### src/rtl/cong_tru_pkg.sv
// Shared types and helpers for the digit-serial adder/subtractor.
package cong_tru_pkg;

   typedef enum logic {
      IDLE = 1'b0,
      RUN  = 1'b1
   } state_t;

   localparam logic MODE_ADD = 1'b0;
   localparam logic MODE_SUB = 1'b1;

   // Digit counter width; a single-digit operation still needs a 1-bit counter.
   function automatic int cnt_width(input int n);
      return (n > 1) ? $clog2(n) : 1;
   endfunction

endpackage

### src/rtl/cong_tru_digit.sv
// Combinational DIGIT-bit ripple-carry slice built from full adders.
module cong_tru_digit #(
   parameter int DIGIT = 1
) (
   input  logic [DIGIT-1:0] a_d,
   input  logic [DIGIT-1:0] b_d,
   input  logic             ci,
   output logic [DIGIT-1:0] s_d,
   output logic             co,
   output logic             c_msb_in
);

   logic [DIGIT:0] c;

   assign c[0] = ci;

   generate
      for (genvar gi = 0; gi < DIGIT; gi++) begin : g_fa
         assign s_d[gi]  = a_d[gi] ^ b_d[gi] ^ c[gi];
         assign c[gi+1]  = (a_d[gi] & b_d[gi]) | (c[gi] & (a_d[gi] ^ b_d[gi]));
      end
   endgenerate

   assign co       = c[DIGIT];
   assign c_msb_in = c[DIGIT-1];

endmodule

### src/rtl/cong_tru_serial.sv
// Digit-serial adder/subtractor: DIGIT bits per cycle, LSB first, start/busy/done handshake.
module cong_tru_serial
   import cong_tru_pkg::*;
#(
   parameter int WIDTH = 8,
   parameter int DIGIT = 1
) (
   input  logic             clk,
   input  logic             rst_n,
   input  logic             start,
   input  logic             mode,
   input  logic [WIDTH-1:0] a,
   input  logic [WIDTH-1:0] b,
   output logic             busy,
   output logic             done,
   output logic [WIDTH-1:0] s,
   output logic             cout,
   output logic             ovf
);

   localparam int N  = WIDTH / DIGIT;
   localparam int CW = cnt_width(N);

   generate
      if (WIDTH < 2 || DIGIT < 1 || (WIDTH % DIGIT) != 0) begin : g_bad_params
         $error("cong_tru_serial: WIDTH must be >= 2 and a multiple of DIGIT");
      end
   endgenerate

   state_t           state;
   logic [WIDTH-1:0] a_sh;
   logic [WIDTH-1:0] b_sh;
   logic             carry;
   logic [CW-1:0]    cnt;
   logic [DIGIT-1:0] s_d;
   logic             co;
   logic             c_msb_in;
   logic [WIDTH-1:0] sum_full;

   cong_tru_digit #(.DIGIT(DIGIT)) u_digit (
      .a_d      (a_sh[DIGIT-1:0]),
      .b_d      (b_sh[DIGIT-1:0]),
      .ci       (carry),
      .s_d      (s_d),
      .co       (co),
      .c_msb_in (c_msb_in)
   );

   // Only the WIDTH-DIGIT bits already produced need storing; the current
   // digit completes the word on the final cycle.
   generate
      if (DIGIT == WIDTH) begin : g_single
         assign sum_full = s_d;
      end else begin : g_multi
         logic [WIDTH-DIGIT-1:0] psum;

         assign sum_full = {s_d, psum};

         always_ff @(posedge clk or negedge rst_n) begin
            if (!rst_n) begin
               psum <= '0;
            end else if (state == RUN) begin
               psum <= sum_full[WIDTH-1:DIGIT];
            end
         end
      end
   endgenerate

   always_ff @(posedge clk or negedge rst_n) begin
      if (!rst_n) begin
         state <= IDLE;
         a_sh  <= '0;
         b_sh  <= '0;
         carry <= 1'b0;
         cnt   <= '0;
         busy  <= 1'b0;
         done  <= 1'b0;
         s     <= '0;
         cout  <= 1'b0;
         ovf   <= 1'b0;
      end else begin
         done <= 1'b0;
         case (state)
            IDLE: begin
               if (start) begin
                  a_sh  <= a;
                  b_sh  <= (mode == MODE_SUB) ? ~b : b;
                  carry <= mode;
                  cnt   <= '0;
                  busy  <= 1'b1;
                  state <= RUN;
               end
            end
            RUN: begin
               a_sh  <= a_sh >> DIGIT;
               b_sh  <= b_sh >> DIGIT;
               carry <= co;
               cnt   <= cnt + 1'b1;
               if (cnt == CW'(N - 1)) begin
                  s     <= sum_full;
                  cout  <= co;
                  ovf   <= c_msb_in ^ co;
                  done  <= 1'b1;
                  busy  <= 1'b0;
                  cnt   <= '0;
                  state <= IDLE;
               end
            end
            default: state <= IDLE;
         endcase
      end
   end

endmodule

### config.mk
export PLATFORM = sky130hd
export DESIGN_NAME = cong_tru_serial
export DESIGN_NICKNAME = d
export VERILOG_FILES = /design/src/rtl/cong_tru_pkg.sv /design/src/rtl/cong_tru_digit.sv /design/src/rtl/cong_tru_serial.sv
export SDC_FILE = /design/constraint.sdc
export NUM_CORES = 1
export LEC_CHECK = 0
export ABC_CLOCK_PERIOD_IN_PS = 1750
export CAP_MARGIN = 20
export CORE_MARGIN = 2
export CORE_UTILIZATION = 54
export CTS_BUF_LIST = sky130_fd_sc_hd__clkbuf_4
export DETAILED_ROUTE_END_ITERATION = 7
export PLACE_DENSITY = 0.81
export RECOVER_POWER = 25
export SLEW_MARGIN = 20
export SYNTH_ARGS = -nofsm -noshare
export SYNTH_HDL_FRONTEND = slang
export SYNTH_SLANG_ARGS = --single-unit
### constraint.sdc
create_clock -name clk -period 1.75 [get_ports clk]
set_input_delay 0.35 -clock clk [delete_from_list [all_inputs] [get_ports clk]]
set_output_delay 0.35 -clock clk [all_outputs]
set_load 0.02 [all_outputs]
# == After elaboration in Yosys (flattened, before gate mapping) ==
# Cells that the tools add are included.
# W data, S select, Z words.
# op_classes
n_mux,18
n_reduce_logical,2
bitwise,8
addsub,1
eq_ne,3
# ops
op,count
$pmux W8 S2,2
$mux W8,3
$not A8 Y8,1
$mux W1,7
$mux W3,2
$pmux W1 S2,3
$pmux W3 S2,1
$reduce_and A2 Y1,2
$add A3 B1 Y3 const B,1
$eq A3 B3 Y1 const B,1
$xor A1 B1 Y1,3
$and A1 B1 Y1,2
$ne A2 B1 Y1 const B,1
$ne A2 B2 Y1 const B,1
$not A1 Y1,1
$or A1 B1 Y1,1
# totals
register_bits,40
word_cells,43
inputBits,20
output_inout_bits,12

# == Logic depth before layout (Yosys ltp) ==
# depth
depth_word,4
ltp_mapped,5
ltp_nobuf,4

# == Cells and area by module ==
# A second synthesis with hierarchy kept.
# unflattened
hier_cells,141
area_unflattened_um2,1785.5
# modules_own_cells
module,cells_per_inst,n_inst,area_per_inst_um2
cong_tru_serial,139,1,1757.9
cong_tru_digit,2,1,27.5

# == Worst setup path after synthesis ==
# Ideal clock, no wire load.
# synth_path
path_kind,register to register
start,register cnt[0]
end,register cout
period_less_slack_ns,1.428
setup_slack_ns,0.322
arrival_time_ns,1.302
n_path_buf,1
setup_ns,0.125
stages_incl_launch_ff,6
cell_sequence,dfrtp_1 ha_1 ha_1 nand2_2 buf_6 mux2_4
# synth_via
elab_chain_len,2
# synth_rtl
item,line,rtl
start: declaration,cong_tru_serial.sv:34,logic [CW-1:0] cnt;
start signal: assignment,cong_tru_serial.sv:98,cnt <= cnt + 1'b1;
$eq A3 B3 Y1,cong_tru_serial.sv:99,if (cnt == CW'(N - 1)) begin
$reduce_and A2 Y1 (no source line),-,
end signal: assignment,cong_tru_serial.sv:101,cout <= co;
end: declaration,cong_tru_serial.sv:17,"output logic cout,"
# No other way between the ends.
# A chain may end at the register's enable or synchronous reset.

# == Worst setup path after layout ==
# layout_path
start,register s[3]
end,output s[3]
# layout_lines
item,line,rtl
start: declaration,cong_tru_serial.sv:16,"output logic [WIDTH-1:0] s,"
start signal: assignment,cong_tru_serial.sv:100,s <= sum_full;
# No word-level cell between the ends.

==> impl_metrics.ini <==
[cts]
h-tree-depth = 2
cts_setup_buffers = 0
root_buffer = clkbuf_4
cts_buffers = 5
clk_latency_ps = 340
clock-sinks = 40
cts_tree = yes
path_clk_slew_ps = 110
max-clock-path-buffers = 2

[timing]
period_share = 0.952
setup_viol = 0
slew_headroom = 0.219
rsz0062_at_grt = false
hold_viol_final = 0
slew_violations = 0
skew_ps = 7.65
setup_ws_ps = 84.6
tns_ps = 0
max_slew.worst_pin.slew_ps = 1170
min_period_ps = 1670
fmax_ghz = 0.600

[finish]
n_antenna_cell = 0
nFillCells = 266
drive_above_1_share = 0.169
fin_nets = 200
syn_to_final_growth_pct = 23.9
postLayoutCoreUtil = 0.689

[logic_synthesis]
synth_cells = 139
synth_area_leader_cell = dfrtp_1
yosys-top-cells-area = dfrtp_1 (55%), mux2_4 (7.4%), mux2i_1 (4.9%), mux2_2 (4.9%), buf_6 (3.1%)
ys_seq_elements = 40
synth.top_cell.area_share = 0.548
yosysSeqAreaShare = 0.548
synthesis.area_sq_um = 1830
syn-num-nets = 163
synth.lib_cells_used.distinct = 29
avgSynthCellArea_sq_um = 13.1
yosys_warnings = 0

[die]
core_sq_um = 3280
io_pins = 32
start_util = 0.556
die_area_sq_um = 3860
row_count = 21
die_h_um = 62.2
die_x_um = 62.2

[global_route]
grt_pass1_wl_mm = 5.26
grt_pass1_vias = 1187
grt-ovfl-total = 0
grt_use_total = 0.178
grt_max_degree = 29
antenna_found_initial = 0

[setup_path]
arrival_ps = 1320
cp_cell_sequence = clkdlybuf4s50_1
crit_buf_inv = 1
crit_fanout = 2
slowest_stage = clkdlybuf4s50_1
timing.reg2reg.setup_slack_ps = 140
cp-end-kind = output pin
crit_required_ps = 1400
path_delay_family = buffers and inverters
startpoint_type = flop
path_class = reg -> out
cp_slowest_stage_delay_ps = 610

[drt]
drt_first_pass_iters = 4
viasPerCell = 5.23
finalWirelength_mm = 3.08
vias = 1166
first_iter_violations = 18
ant_nets = 0
avgRoutedWirePerCell_um = 13.8
drc = 0

[placed_design]
hpwl_mm = 2.29
gp_congestion = 0.750
io_buffers = 31
preCtsSetupSlack_ps = 115

[min_path]
worst_hold_path_type = reg -> reg

[power]
p_leak_nw = 1.08
ir_drop_mv = 0.732
power-per-cell-area_nw_per_um2 = 1570

[job]
max_cap_violations = 0

[status]
status = complete, no violations
metal layers:
layer	GRT usage	vias to the layer above	share of wire
li1	-	559	-
met1	0.221	566	0.43
met2	0.287	33	0.49
met3	0.0525	8	0.049
met4	0.0861	0	0.022
met5	0	-	0
cells in the final DEF (no fill, tap or decap), types with 2 or more instances in the layout:
| master | n |
|---|---|
| xor2_1 | 4 |
| inv_1 | 2 |
| buf_4 | 5 |
| o21ai_1 | 3 |
| a22o_1 | 2 |
| clkdlybuf4s50_1 | 27 |
| o211ai_1 | 4 |
| clkbuf_4 | 5 |
| mux2_2 | 8 |
| o21ai_0 | 5 |
| clkbuf_1 | 2 |
| mux2_4 | 9 |
| dfrtp_1 | 40 |
| clkinv_1 | 2 |
| ha_1 | 3 |
| a221o_1 | 3 |
| xnor2_1 | 5 |
| nand2_1 | 12 |
| nor2_1 | 5 |
| or3b_1 | 4 |
| dlymetal6s2s_1 | 3 |
| and2_0 | 3 |
| mux2i_1 | 9 |
stage by stage:
step	instances	instance area (sq um)	hold slack [ps]	power, mW
after global placement	214	2180	333	2.96
after CTS	223	2260	503	3.62
after detailed placement	214	2180	344	3.03
final	223	2260	508	3.56
after global routing	223	2260	525	3.82
after floorplan	139	1830	54.4	2.58
state kept, by name, summed over array words and instances (netlist names):
register and count:
a_sh 8, b_sh 8, s 8, g_multi.psum 7
cnt 3, busy 1, carry 1, cout 1
done 1, ovf 1, state 1
synthesized netlist by cell type:
master,number
nand2_2,1
nor2_1,5
mux2i_1,9
o21ai_1,3
and2_0,3
ha_1,3
a221o_1,3
dfrtp_1,40
nand2b_1,1
xor2_1,4
nor3b_1,1
mux2_2,8
a211oi_1,1
inv_1,2
a22o_1,2
o211ai_1,4
nand2_1,12
buf_2,3
nor2b_1,1
o21ai_0,5
buf_4,1
xnor2_1,5
buf_6,5
o22ai_1,1
or3b_1,4
a21oi_1,1
fa_1,1
a21o_1,1
mux2_4,9
kinds of logic after synthesis:
family          Yosys count  share of synthesized area
mux                      26                      0.173
simple gates             28                     0.0788
fa+ha+maj                 4                     0.0315
compound gates           21                     0.0788
buf+inv                  11                     0.0473
flops                    40                      0.548
xor+xnor                  9                     0.0431
cell type report:
| cell class | instances | area (sq um) | share of cell area |
|---|---|---|---|
| timing repair buffer | 39 | 383 | 0.169 |
| inverter | 2 | 7.51 | 0.00332 |
| multi-input combinational | 88 | 739 | 0.327 |
| tap | 46 | 57.6 | 0.0254 |
| clock inverter | 3 | 37.5 | 0.0166 |
| clock buffer | 5 | 37.5 | 0.0166 |
| sequential | 40 | 1000 | 0.442 |
timing repair:
action	CTS	global route
setup endpoints to repair	0	3
endpoints found under the hold margin	19	0
gates resized for setup	0	3
hold buffers	1	0
where the power goes:
group	leakage, nW	internal (mW)	switching (mW)	total [mW]
Combinational	0.529	0.800	0.644	1.44
Clock	0.0403	0.292	0.289	0.581
Sequential	0.514	1.30	0.231	1.53
path summary, 6_finish.rpt:
check                      cells past startpoint               to  startpoint
max                                            1             s[3]        s[3]
min                                            2          a_sh[6]     a_sh[7]
max reg2reg                                    4             s[7]      cnt[0]
min reg2reg                                    2          a_sh[6]     a_sh[7]
max in group asynchronous                      2  g_multi.psum[4]       rst_n
min in group asynchronous                      2  g_multi.psum[6]       rst_n
No activity file was read; power rests on OpenSTA's default activity.
